<file path="src/rtl/y86_pkg.sv">
// Shared Y86 pipeline constants: status codes, instruction codes and controller
// state encodings used by the hazard/stall controller and its bench.
package y86_pkg;

  localparam logic [1:0] STAT_AOK = 2'd0;
  localparam logic [1:0] STAT_HLT = 2'd1;
  localparam logic [1:0] STAT_ADR = 2'd2;
  localparam logic [1:0] STAT_INS = 2'd3;

  localparam logic [3:0] I_MRMOVQ = 4'h5;
  localparam logic [3:0] I_OPQ    = 4'h6;
  localparam logic [3:0] I_JXX    = 4'h7;
  localparam logic [3:0] I_RET    = 4'h9;
  localparam logic [3:0] I_POPQ   = 4'hB;

  localparam logic [3:0] R_NONE   = 4'hF;

  localparam int CNT_W = 16;

  typedef enum logic [1:0] {
    ST_RUN   = 2'd0,
    ST_DRAIN = 2'd1,
    ST_HALT  = 2'd2
  } ctrl_state_t;

  typedef struct packed {
    logic load_use;
    logic ret_haz;
    logic mispredict;
  } hazard_t;

  // Instructions whose result arrives from memory late in the pipe.
  function automatic logic is_mem_load(input logic [3:0] icode);
    return (icode == I_MRMOVQ) || (icode == I_POPQ);
  endfunction

endpackage

</file>
<file path="src/rtl/pipe_control_if.sv">
// Signal bundle between the Y86 pipeline datapath and its hazard controller.
// master = controller side, slave = datapath side.
interface pipe_control_if;
  import y86_pkg::*;

  logic [3:0]       D_icode;
  logic [3:0]       E_icode;
  logic [3:0]       M_icode;
  logic [3:0]       d_srcA;
  logic [3:0]       d_srcB;
  logic [3:0]       E_dstM;
  logic             e_cnd;
  logic             alu_zf;
  logic             alu_sf;
  logic             alu_of;
  logic [1:0]       m_stat;
  logic [1:0]       W_stat;

  logic             F_stall;
  logic             D_stall;
  logic             D_bubble;
  logic             E_bubble;
  logic             M_bubble;
  logic             W_stall;
  logic             set_cc;
  logic             cc_zf;
  logic             cc_sf;
  logic             cc_of;
  logic [1:0]       state;
  logic             halted;
  logic [CNT_W-1:0] stall_cnt;
  logic [CNT_W-1:0] bubble_cnt;

  modport master (
    input  D_icode, E_icode, M_icode, d_srcA, d_srcB, E_dstM, e_cnd,
           alu_zf, alu_sf, alu_of, m_stat, W_stat,
    output F_stall, D_stall, D_bubble, E_bubble, M_bubble, W_stall, set_cc,
           cc_zf, cc_sf, cc_of, state, halted, stall_cnt, bubble_cnt
  );

  modport slave (
    output D_icode, E_icode, M_icode, d_srcA, d_srcB, E_dstM, e_cnd,
           alu_zf, alu_sf, alu_of, m_stat, W_stat,
    input  F_stall, D_stall, D_bubble, E_bubble, M_bubble, W_stall, set_cc,
           cc_zf, cc_sf, cc_of, state, halted, stall_cnt, bubble_cnt
  );

endinterface

</file>
<file path="src/rtl/sat_counter16.sv">
// Event counter that sticks at all-ones instead of wrapping.
module sat_counter16 #(
  parameter int DATA_W = 16
) (
  input  logic              clk,
  input  logic              rst_n,
  input  logic              inc,
  output logic [DATA_W-1:0] count
);

  function automatic logic [DATA_W-1:0] sat_inc(input logic [DATA_W-1:0] v);
    return (&v) ? v : v + 1'b1;
  endfunction

  always_ff @(posedge clk or negedge rst_n) begin
    if (!rst_n) begin
      count <= '0;
    end else if (inc) begin
      count <= sat_inc(count);
    end
  end

endmodule

</file>
<file path="src/rtl/pipe_control.sv">
// Y86 pipeline hazard controller: stall/bubble decode, condition-code register,
// RUN/DRAIN/HALT status machine and saturating stall/bubble counters.
module pipe_control
  import y86_pkg::*;
(
  input  logic              clk,
  input  logic              rst_n,
  pipe_control_if.master    pif
);

  hazard_t          hz;
  ctrl_state_t      state_q;
  ctrl_state_t      state_nxt;
  logic [2:0]       cc_q;
  logic             m_bad;
  logic             w_bad;
  logic             f_stall;
  logic             d_stall;
  logic             d_bubble;
  logic             e_bubble;
  logic             m_bubble;
  logic             w_stall;
  logic             set_cc;
  logic [CNT_W-1:0] stall_cnt;
  logic [CNT_W-1:0] bubble_cnt;

  assign m_bad = (pif.m_stat != STAT_AOK);
  assign w_bad = (pif.W_stat != STAT_AOK);

  always_comb begin
    hz.load_use   = is_mem_load(pif.E_icode) && (pif.E_dstM != R_NONE) &&
                    ((pif.E_dstM == pif.d_srcA) || (pif.E_dstM == pif.d_srcB));
    hz.ret_haz    = (pif.D_icode == I_RET) || (pif.E_icode == I_RET) ||
                    (pif.M_icode == I_RET);
    hz.mispredict = (pif.E_icode == I_JXX) && !pif.e_cnd;
  end

  always_ff @(posedge clk or negedge rst_n) begin
    if (!rst_n) begin
      state_q <= ST_RUN;
    end else begin
      state_q <= state_nxt;
    end
  end

  // A load/use stall keeps the RET-bound instruction in decode, so it must not
  // also be bubbled there.
  always_comb begin
    state_nxt = state_q;
    f_stall   = hz.load_use | hz.ret_haz;
    d_stall   = hz.load_use;
    d_bubble  = hz.mispredict | (hz.ret_haz & ~hz.load_use);
    e_bubble  = hz.mispredict | hz.load_use;
    m_bubble  = 1'b0;
    w_stall   = w_bad;
    set_cc    = 1'b0;
    case (state_q)
      ST_RUN: begin
        m_bubble = m_bad | w_bad;
        set_cc   = (pif.E_icode == I_OPQ) && !m_bad && !w_bad;
        if (w_bad) begin
          state_nxt = ST_HALT;
        end else if (m_bad) begin
          state_nxt = ST_DRAIN;
        end
      end
      ST_DRAIN: begin
        m_bubble = 1'b1;
        if (w_bad) begin
          state_nxt = ST_HALT;
        end
      end
      ST_HALT: begin
        f_stall  = 1'b1;
        d_stall  = 1'b1;
        d_bubble = 1'b0;
        e_bubble = 1'b0;
        w_stall  = 1'b1;
      end
      default: begin
        state_nxt = ST_RUN;
      end
    endcase
  end

  // Condition codes reset to "result was zero".
  always_ff @(posedge clk or negedge rst_n) begin
    if (!rst_n) begin
      cc_q <= 3'b100;
    end else if (set_cc) begin
      cc_q <= {pif.alu_zf, pif.alu_sf, pif.alu_of};
    end
  end

  sat_counter16 #(.DATA_W(CNT_W)) u_stall_cnt (
    .clk   (clk),
    .rst_n (rst_n),
    .inc   (f_stall),
    .count (stall_cnt)
  );

  sat_counter16 #(.DATA_W(CNT_W)) u_bubble_cnt (
    .clk   (clk),
    .rst_n (rst_n),
    .inc   (d_bubble | e_bubble),
    .count (bubble_cnt)
  );

  assign pif.F_stall    = f_stall;
  assign pif.D_stall    = d_stall;
  assign pif.D_bubble   = d_bubble;
  assign pif.E_bubble   = e_bubble;
  assign pif.M_bubble   = m_bubble;
  assign pif.W_stall    = w_stall;
  assign pif.set_cc     = set_cc;
  assign pif.cc_zf      = cc_q[2];
  assign pif.cc_sf      = cc_q[1];
  assign pif.cc_of      = cc_q[0];
  assign pif.state      = state_q;
  assign pif.halted     = (state_q == ST_HALT);
  assign pif.stall_cnt  = stall_cnt;
  assign pif.bubble_cnt = bubble_cnt;

endmodule

</file>
<file path="src/flat_wrapper.sv">
// flat-port wrapper written by rule: the top's interface ports become plain ports
module pipe_control_flat import y86_pkg::*;
  (clk, rst_n, pif_D_icode, pif_E_icode, pif_M_icode, pif_d_srcA, pif_d_srcB, pif_E_dstM, pif_e_cnd, pif_alu_zf, pif_alu_sf, pif_alu_of, pif_m_stat, pif_W_stat, pif_F_stall, pif_D_stall, pif_D_bubble, pif_E_bubble, pif_M_bubble, pif_W_stall, pif_set_cc, pif_cc_zf, pif_cc_sf, pif_cc_of, pif_state, pif_halted, pif_stall_cnt, pif_bubble_cnt);
  pipe_control_if pif_i ();
  input  logic clk;
  input  logic rst_n;
  input wire logic [$bits(pif_i.D_icode)-1:0] pif_D_icode;
  input wire logic [$bits(pif_i.E_icode)-1:0] pif_E_icode;
  input wire logic [$bits(pif_i.M_icode)-1:0] pif_M_icode;
  input wire logic [$bits(pif_i.d_srcA)-1:0] pif_d_srcA;
  input wire logic [$bits(pif_i.d_srcB)-1:0] pif_d_srcB;
  input wire logic [$bits(pif_i.E_dstM)-1:0] pif_E_dstM;
  input wire logic [$bits(pif_i.e_cnd)-1:0] pif_e_cnd;
  input wire logic [$bits(pif_i.alu_zf)-1:0] pif_alu_zf;
  input wire logic [$bits(pif_i.alu_sf)-1:0] pif_alu_sf;
  input wire logic [$bits(pif_i.alu_of)-1:0] pif_alu_of;
  input wire logic [$bits(pif_i.m_stat)-1:0] pif_m_stat;
  input wire logic [$bits(pif_i.W_stat)-1:0] pif_W_stat;
  output wire logic [$bits(pif_i.F_stall)-1:0] pif_F_stall;
  output wire logic [$bits(pif_i.D_stall)-1:0] pif_D_stall;
  output wire logic [$bits(pif_i.D_bubble)-1:0] pif_D_bubble;
  output wire logic [$bits(pif_i.E_bubble)-1:0] pif_E_bubble;
  output wire logic [$bits(pif_i.M_bubble)-1:0] pif_M_bubble;
  output wire logic [$bits(pif_i.W_stall)-1:0] pif_W_stall;
  output wire logic [$bits(pif_i.set_cc)-1:0] pif_set_cc;
  output wire logic [$bits(pif_i.cc_zf)-1:0] pif_cc_zf;
  output wire logic [$bits(pif_i.cc_sf)-1:0] pif_cc_sf;
  output wire logic [$bits(pif_i.cc_of)-1:0] pif_cc_of;
  output wire logic [$bits(pif_i.state)-1:0] pif_state;
  output wire logic [$bits(pif_i.halted)-1:0] pif_halted;
  output wire logic [$bits(pif_i.stall_cnt)-1:0] pif_stall_cnt;
  output wire logic [$bits(pif_i.bubble_cnt)-1:0] pif_bubble_cnt;
  assign pif_i.D_icode = pif_D_icode;
  assign pif_i.E_icode = pif_E_icode;
  assign pif_i.M_icode = pif_M_icode;
  assign pif_i.d_srcA = pif_d_srcA;
  assign pif_i.d_srcB = pif_d_srcB;
  assign pif_i.E_dstM = pif_E_dstM;
  assign pif_i.e_cnd = pif_e_cnd;
  assign pif_i.alu_zf = pif_alu_zf;
  assign pif_i.alu_sf = pif_alu_sf;
  assign pif_i.alu_of = pif_alu_of;
  assign pif_i.m_stat = pif_m_stat;
  assign pif_i.W_stat = pif_W_stat;
  assign pif_F_stall = pif_i.F_stall;
  assign pif_D_stall = pif_i.D_stall;
  assign pif_D_bubble = pif_i.D_bubble;
  assign pif_E_bubble = pif_i.E_bubble;
  assign pif_M_bubble = pif_i.M_bubble;
  assign pif_W_stall = pif_i.W_stall;
  assign pif_set_cc = pif_i.set_cc;
  assign pif_cc_zf = pif_i.cc_zf;
  assign pif_cc_sf = pif_i.cc_sf;
  assign pif_cc_of = pif_i.cc_of;
  assign pif_state = pif_i.state;
  assign pif_halted = pif_i.halted;
  assign pif_stall_cnt = pif_i.stall_cnt;
  assign pif_bubble_cnt = pif_i.bubble_cnt;
  pipe_control u_core (.clk(clk), .rst_n(rst_n), .pif(pif_i));
endmodule
</file>
<file path="config.mk">
export PLATFORM = sky130hd
export DESIGN_NAME = pipe_control_flat
export DESIGN_NICKNAME = d
export VERILOG_FILES = /design/src/rtl/y86_pkg.sv /design/src/rtl/pipe_control_if.sv /design/src/rtl/sat_counter16.sv /design/src/rtl/pipe_control.sv /design/src/flat_wrapper.sv
export SDC_FILE = /design/constraint.sdc
export NUM_CORES = 1
export LEC_CHECK = 0
export ABC_CLOCK_PERIOD_IN_PS = 4200
export CAP_MARGIN = 20
export CORE_MARGIN = 2
export CORE_UTILIZATION = 31
export DETAILED_ROUTE_END_ITERATION = 8
export GPL_TIMING_DRIVEN = 0
export SYNTH_ARGS = -nofsm -noshare
export SYNTH_HDL_FRONTEND = slang
export SYNTH_HIERARCHICAL = 1
export SYNTH_SLANG_ARGS = --single-unit
</file>
<file path="constraint.sdc">
create_clock -name clk -period 4.2 [get_ports clk]
set_input_delay 0.42 -clock clk [delete_from_list [all_inputs] [get_ports clk]]
set_output_delay 0.42 -clock clk [all_outputs]
set_load 0.005 [all_outputs]
</file>
==> out/qor.txt, run 1 <==
drt wl/cell = 14.0 um
Worst-path clk slew = 0.07 ns
initial DRC count = 44
Syn Inst Count = 195
Most used DFF post-synth = dfrtp_1
Worst Path Max Fanout = 7
post-CTS setup buffers = 0
number of global-route vias before repair = 1779
first-pass GRT wire length = 8600 um
logic gate share of total power = 24.3%
die area = 0.00756 sq mm
FP Rows = 30
RSZ-0062 raised after global routing = no
I/O pin cnt = 79
power per cell area = 306 mW/mm^2
antenna-violating nets left = 0
Setup TNS = 0 ns
Critical Path Start Type = input port
fin crit share = 73.9%
crit path DAT = 3.32 ns
die extent in x = 87.0 um
CP Class = input port to flip-flop
Yosys top cell area share = 42.2%
Initial Util = 31.8%
Yosys warnings = 6
number of H-tree levels = 2
nets@finish = 316
dominant cell type by area after synthesis = dfrtp_1
clock sinks = 37
Core ar. = 0.00672 sq mm
Synth area leaders = dfrtp_1, xor2_1, mux2_2, nor4_4, nand3_1
Worst-Skew Late Latency = 0.29 ns
Slew headroom = 40.6%
Yosys cell types = 35
Avg Synthesized Cell Area = 10.9 sq um
pin count of the biggest net entering global routing = 38
Inserted Diodes = 0
CP endpoint kind = flip-flop
layout cell share with drive strength beyond 1 = 13.6%
status = complete, no violations
Global Route Usage Sum = 14.4%
FFs w/ async S/R, synth = 100%
Clk pwr share = 26.8%
PostCTS Resize Cnt = 0
Port Buf Inserts = 78
Die Ht = 87.0 um
FMAX = 0.322 GHz
Reg2Reg Depth = 9
# setup viols final = 0
CTS tree = built
DP HPWL = 3840 um
Max Root-Sink Buffers = 2
max-slew violation count = 0
maximum vdd drop = 0.156 mV
post-cts hold buffer count = 0
Leakage = 1.33 nW
sequential cell area = 927 sq um
CTS Buf Count = 5
DR vias = 1801
Post-synth EDFFs = 0
Post-Syn Area = 0.00213 sq mm
DRC Markers = 0
TritonRoute pass-1 iters = 4
Int Pwr = 0.000677 W
CP required = 4.42 ns
routed vias/inst = 5.00
Layout fillers = 652
sequential share of power = 48.9%
Psw = 0.000271 W
clock skew = 0.00709 ns
max cap viols = 0
sw frac = 28.5%
DRT Wirelength = 5050 um
area grow syn2layout = 45.1%
root buf cell = clkbuf_8
gpl congestion = 0.811
post-synthesis register bit count = 37
HP Class = input port to async pin
antenna violations before repair = 0
Seq/Total Area, Yosys = 43.5%
fin crit period = 3.10 ns
actual slew at the worst max-slew pin = 0.891 ns
final hold vios = 0
Multi-input gate area = 0.00118 sq mm
final instance area = 0.00310 sq mm
net count after synthesis = 231
Post-DP Area = 0.00301 sq mm
overflow left after global routing = 0
layer usage:
metal	GRT usage, %	up-vias	wire [um]
li1	-	883	-
met2	23.7	43	2440
met5	0	-	0
met3	3.51	10	237
met1	18.3	865	2280
met4	5.40	0	97
area by class of cell:
class	instances	area share, %
multi-input combinational	153	38.3
sequential	37	30.0
timing repair buffer	78	25.1
tap	80	3.23
clock buffer	7	2.79
inverter	3	0.364
buffer	2	0.323
Yosys cell counts (4+ instances only):
cell type / count
nand4_1: 7
a21oi_1: 4
nand3_1: 12
nor3_1: 11
dfrtp_1: 36
nor2_1: 14
xor2_1: 24
nand2_1: 9
nand2b_1: 7
mux2_2: 11
xnor2_1: 6
o21ai_0: 6
and4_1: 4
nor4_2: 4
nand4_2: 4
worst max-delay path: stages:
cell and delay, ns:
clkdlybuf4s50_1 0.47, xor2_1 0.19, nor4_1 0.32, o2111ai_1 0.25, o21ai_0 0.63, and3_2 0.27
nand3_1 0.24, nor4_2 0.35, xor2_1 0.17
registers in the layout, indices dropped and copies added (netlist names):
| register | count |
|---|---|
| u_core/u_bubble_cnt/count | 16 |
| u_core/u_stall_cnt/count | 16 |
| u_core/pif.state | 2 |
| u_core/cc_q | 3 |
layout by cell type, fill, tap and decap left out, types with 2 or more instances in the layout:
| master | n |
|---|---|
| a21oi_1 | 4 |
| nand3b_1 | 3 |
| nor4_4 | 3 |
| xor2_1 | 24 |
| o21ai_0 | 6 |
| and4_1 | 4 |
| nor3b_1 | 2 |
| xnor2_1 | 6 |
| nor2_1 | 14 |
| nor4bb_1 | 3 |
| clkdlybuf4s50_1 | 77 |
| mux2_2 | 11 |
| buf_2 | 3 |
| nand2_1 | 9 |
| nand3_1 | 12 |
| o211ai_1 | 2 |
| nand4_1 | 7 |
| clkbuf_8 | 6 |
| dfrtp_1 | 36 |
| nor4_1 | 2 |
| and3_2 | 2 |
| nor3_1 | 11 |
| nor4_2 | 4 |
| inv_1 | 3 |
| ha_1 | 2 |
| nand4_4 | 2 |
| or2_0 | 2 |
| nand2b_1 | 7 |
| nand4_2 | 4 |
path summary, 6_finish.rpt:
kind / startpoint / endpoint / slack, ns
min in group clk: u_core/cc_q[1]$_DFFE_PN0P_ / u_core/cc_q[1]$_DFFE_PN0P_ / 0.51
max in group asynchronous: rst_n / u_core/u_bubble_cnt/count[5]$_DFFE_PN0P_ / 3.39
hold reg to reg: u_core/cc_q[1]$_DFFE_PN0P_ / u_core/cc_q[1]$_DFFE_PN0P_ / 0.51
hold / removal: rst_n / u_core/u_stall_cnt/count[3]$_DFFE_PN0P_ / 0.25
setup / recovery: pif_E_dstM[1] / u_core/u_bubble_cnt/count[15]$_DFFE_PN0P_ / 1.10
setup reg to reg: u_core/pif.state[1]$_DFFE_PN0P_ / u_core/u_bubble_cnt/count[15]$_DFFE_PN0P_ / 1.57
per-stage QoR:
stage                     power (W)  setup slack [ns]  hold WS, ns  util, %  instances
final                      0.000948              1.10        0.251     46.1        360
after global routing        0.00101             0.794        0.318     46.1        360
after CTS                  0.000967              1.06        0.275     46.1        360
after detailed placement   0.000704             0.781        0.495     44.8        353
after global placement     0.000700             0.781        0.491     44.9        353
after floorplan            0.000555              1.81        0.124        -        195
power by group through the flow:
stage	combinational, W	sequential (W)	clock (W)
final	0.000230	0.000463	0.000254
after global routing	0.000256	0.000474	0.000281
after CTS	0.000234	0.000464	0.000269
after detailed placement	0.000234	0.000471	0
after global placement	0.000230	0.000470	0
after floorplan	0.0000931	0.000462	0
cells by family (layout without fill, tap and decap cells):
family / count (synthesis) / in the layout / share of synthesized area, %
and+or+nand+nor: 96 / 96 / 32.4
DFF: 37 / 37 / 43.5
xor gates and xnor gates: 30 / 30 / 12.3
AOI/OAI and AO/OA: 14 / 14 / 3.81
muxes: 11 / 11 / 5.81
buffers and inverters: 5 / 90 / 0.997
adders and majority gates: 2 / 2 / 1.17
No activity file was read; power rests on OpenSTA's default activity.
==> inputs of run 2 (changes only) <==
ABC_CLOCK_PERIOD_IN_PS = 2700   (was 4200)
clock period = 2.7 ns   (was 4.2 ns; I/O delays follow)
==> run 2 against run 1 <==
Effect of this change: design area grew 2.5%; largest power group unchanged; worst hold slack got worse by 0.15 ns; critical path depth fell by 3; non-clock buffer count up 3; clock skew barely moved.
==> out/qor.txt, run 2 (synthesis gave the netlist of run 1 again) <==
status = complete, no violations
most frequent cells in the layout = clkdlybuf4s50_1, dfrtp_1, xor2_1
clock skew = 0.00734 ns (+0.000255 ns)
Critical Path Start Type = input port
Slew headroom = 40.6% (about the same)
Worst Slack Setup Final = 0.136 ns (-0.962 ns)
Inserted Diodes = 0 (unchanged)
DRC Markers = 0 (unchanged)
CTS Buf Count = 5 (unchanged)
sw frac = 28.7% (+0.20 points)
max layer used = met4
final hold vios = 0 (unchanged)
CP Class = input port to output pin
clock sinks = 37 (unchanged)
Die Ht = 87.0 um (unchanged)
Crit path max-delay family = buffers and inverters
DRT Wirelength = 5240 um (+3.8%)
pre-CTS setup slack = -0.569 ns (-1.35 ns)
Leakage = 1.35 nW (+1.3%)
CTS tree = built
CP max stage cell = clkdlybuf4s50_1
CP endpoint kind = output pin
routed vias/inst = 5.02 (+0.39%)
DR vias = 1823 (+1.2%)
initial DRC count = 48 (+9.1%)
max cap viols = 0 (unchanged)
maximum vdd drop = 0.243 mV (+55%)
overflow left after global routing = 0 (unchanged)
met2 wire length = 2570 um (+5.7%)
buffers and inverters on the worst path = 2 (+1)
number of H-tree levels = 2 (unchanged)
pin count of the biggest net entering global routing = 38 (unchanged)
Worst-path clk slew = 0.07 ns (about the same)
FP Rows = 30 (unchanged)
TritonRoute pass-1 iters = 4 (unchanged)
Psw = 0.000426 W (+57%)
crit path DAT = 2.29 ns (-1.03 ns)
Initial Util = 31.8% (unchanged)
gpl congestion = 0.811 (unchanged)
Worst Path Max Fanout = 6 (-1)
layout cell share with drive strength beyond 1 = 17.0% (+3.4 points)
Core Util, Final = 47.2% (+1.2 points)
I/O pin cnt = 79 (unchanged)
Inst Count DP = 353 (unchanged)
sequential share of power = 48.7% (-0.2 points)
area grow syn2layout = 48.7%
Clk pwr share = 26.7% (about the same)
first-pass GRT wire length = 8650 um (+0.64%)
Max Root-Sink Buffers = 2 (unchanged)
fin crit period = 2.56 ns
fin crit share = 95.0%
FMAX = 0.390 GHz
die area = 0.00756 sq mm (unchanged)
# setup viols final = 0 (unchanged)
most common cell after layout, fill and taps aside = clkdlybuf4s50_1
logic gate share of total power = 24.6% (+0.3 points)
nets@finish = 319 (+0.95%)
critical-path cell list = clkdlybuf4s50_1, xor2_1, nor4_2, o2111ai_2, nand3b_1, clkdlybuf4s50_1
Global Route Usage Sum = 14.5% (+0.099 points)
wl on met1 = 2310 um (+1.7%)
max-slew violation count = 0 (unchanged)
antenna-violating nets left = 0 (unchanged)
CP dominant cell by count = clkdlybuf4s50_1
Port Buf Inserts = 78 (unchanged)
Largest regs = u_core/u_bubble_cnt/count x16, u_core/u_stall_cnt/count x16, u_core/cc_q x3
power per cell area = 467 mW/mm^2 (+52%)
antenna violations before repair = 0 (unchanged)
R2R setup slack = 0.37 ns (-1.20 ns)
CP required = 2.43 ns (-1.99 ns)
HP Class = input port to async pin
slowest stage delay, CP = 0.56 ns (-0.07 ns)
count of non-filler cells in the finished layout = 363 (+0.83%)
number of global-route vias before repair = 1790 (+0.62%)
drt wl/cell = 14.4 um (+2.9%)
die extent in x = 87.0 um (unchanged)
RSZ-0062 raised after global routing = no
Setup TNS = 0 ns (unchanged)
Core ar. = 0.00672 sq mm (unchanged)
Worst-Skew Late Latency = 0.29 ns (about the same)
root buf cell = clkbuf_8
Int Pwr = 0.00105 W (+56%)
DP HPWL = 3840 um (unchanged)
actual slew at the worst max-slew pin = 0.891 ns (+0.000587 ns)
Detail Route met3 WL = 249 um (+5.1%)
run 2: timing repair:
action                                  in CTS  in global routing
endpoints found under the setup margin       8                 14
buffers inserted                             0                  3
pin swaps                                    1                  4
hold buffers                                 0                  0
gates resized for setup                      3                  7
run 2: cell type report:
type	count	area (sq um)
repair buffers	81	798
fillers	656	3550
inverters	3	11.3
clock buffers	7	86.3
plain buffers	2	10.0
well taps	80	100
flip-flops and latches	37	927
multi-input cells	153	1240
run 2: stage by stage:
step	total power (W)	hold WS, ns	instance area (sq um)
global route	0.00158	0.168	3170
detailed placement	0.00110	0.449	3010
finish	0.00148	0.102	3170
CTS	0.00150	0.125	3110
floorplan	0.000864	-0.0256	2130
global placement	0.00109	0.491	3010
run 2: final timing paths:
check | start | to | cells past startpoint
min in group clk | u_core/cc_q[1]$_DFFE_PN0P_ | u_core/cc_q[1]$_DFFE_PN0P_ | 1
worst max register to register | u_core/pif.state[1]$_DFFE_PN0P_ | u_core/u_bubble_cnt/count[11]$_DFFE_PN0P_ | 9
worst max-delay path | pif_E_dstM[2] | pif_F_stall | 6
max in group asynchronous | rst_n | u_core/u_bubble_cnt/count[5]$_DFFE_PN0P_ | 1
worst min register to register | u_core/cc_q[1]$_DFFE_PN0P_ | u_core/cc_q[1]$_DFFE_PN0P_ | 1
worst min-delay path | rst_n | u_core/u_stall_cnt/count[3]$_DFFE_PN0P_ | 1
run 2: layer usage:
layer	vias up	track usage, %
met3	10	3.51
li1	888	-
met1	878	18.3
met5	-	0
met2	47	23.9
met4	0	5.40
run 2: power by group through the flow:
stage	clock network, W	registers, W	logic, W
5_1_grt	0.000438	0.000737	0.000403
2_1_floorplan	0	0.000719	0.000145
3_5_place_dp	0	0.000732	0.000364
6_report	0.000395	0.000720	0.000365
3_3_place_gp	0	0.000732	0.000357
4_1_cts	0.000419	0.000721	0.000365
run 2: worst register-to-register path, cell delays in order, from the launching register on:
cell and delay [ns]:
dfrtp_1 0.47, nand2b_1 0.22, inv_1 0.15, nor4b_2 0.31, a21oi_1 0.13, o21ai_4 0.13, and3_2 0.23, nand3_2 0.19
nor3_1 0.29, xor2_1 0.16
==> inputs of run 3 (changes only) <==
CTS_CLUSTER_DIAMETER = 50   (was unset)
==> results of run 3 <==
No change in the layout: final DEF, timing and power equal those of run 2.
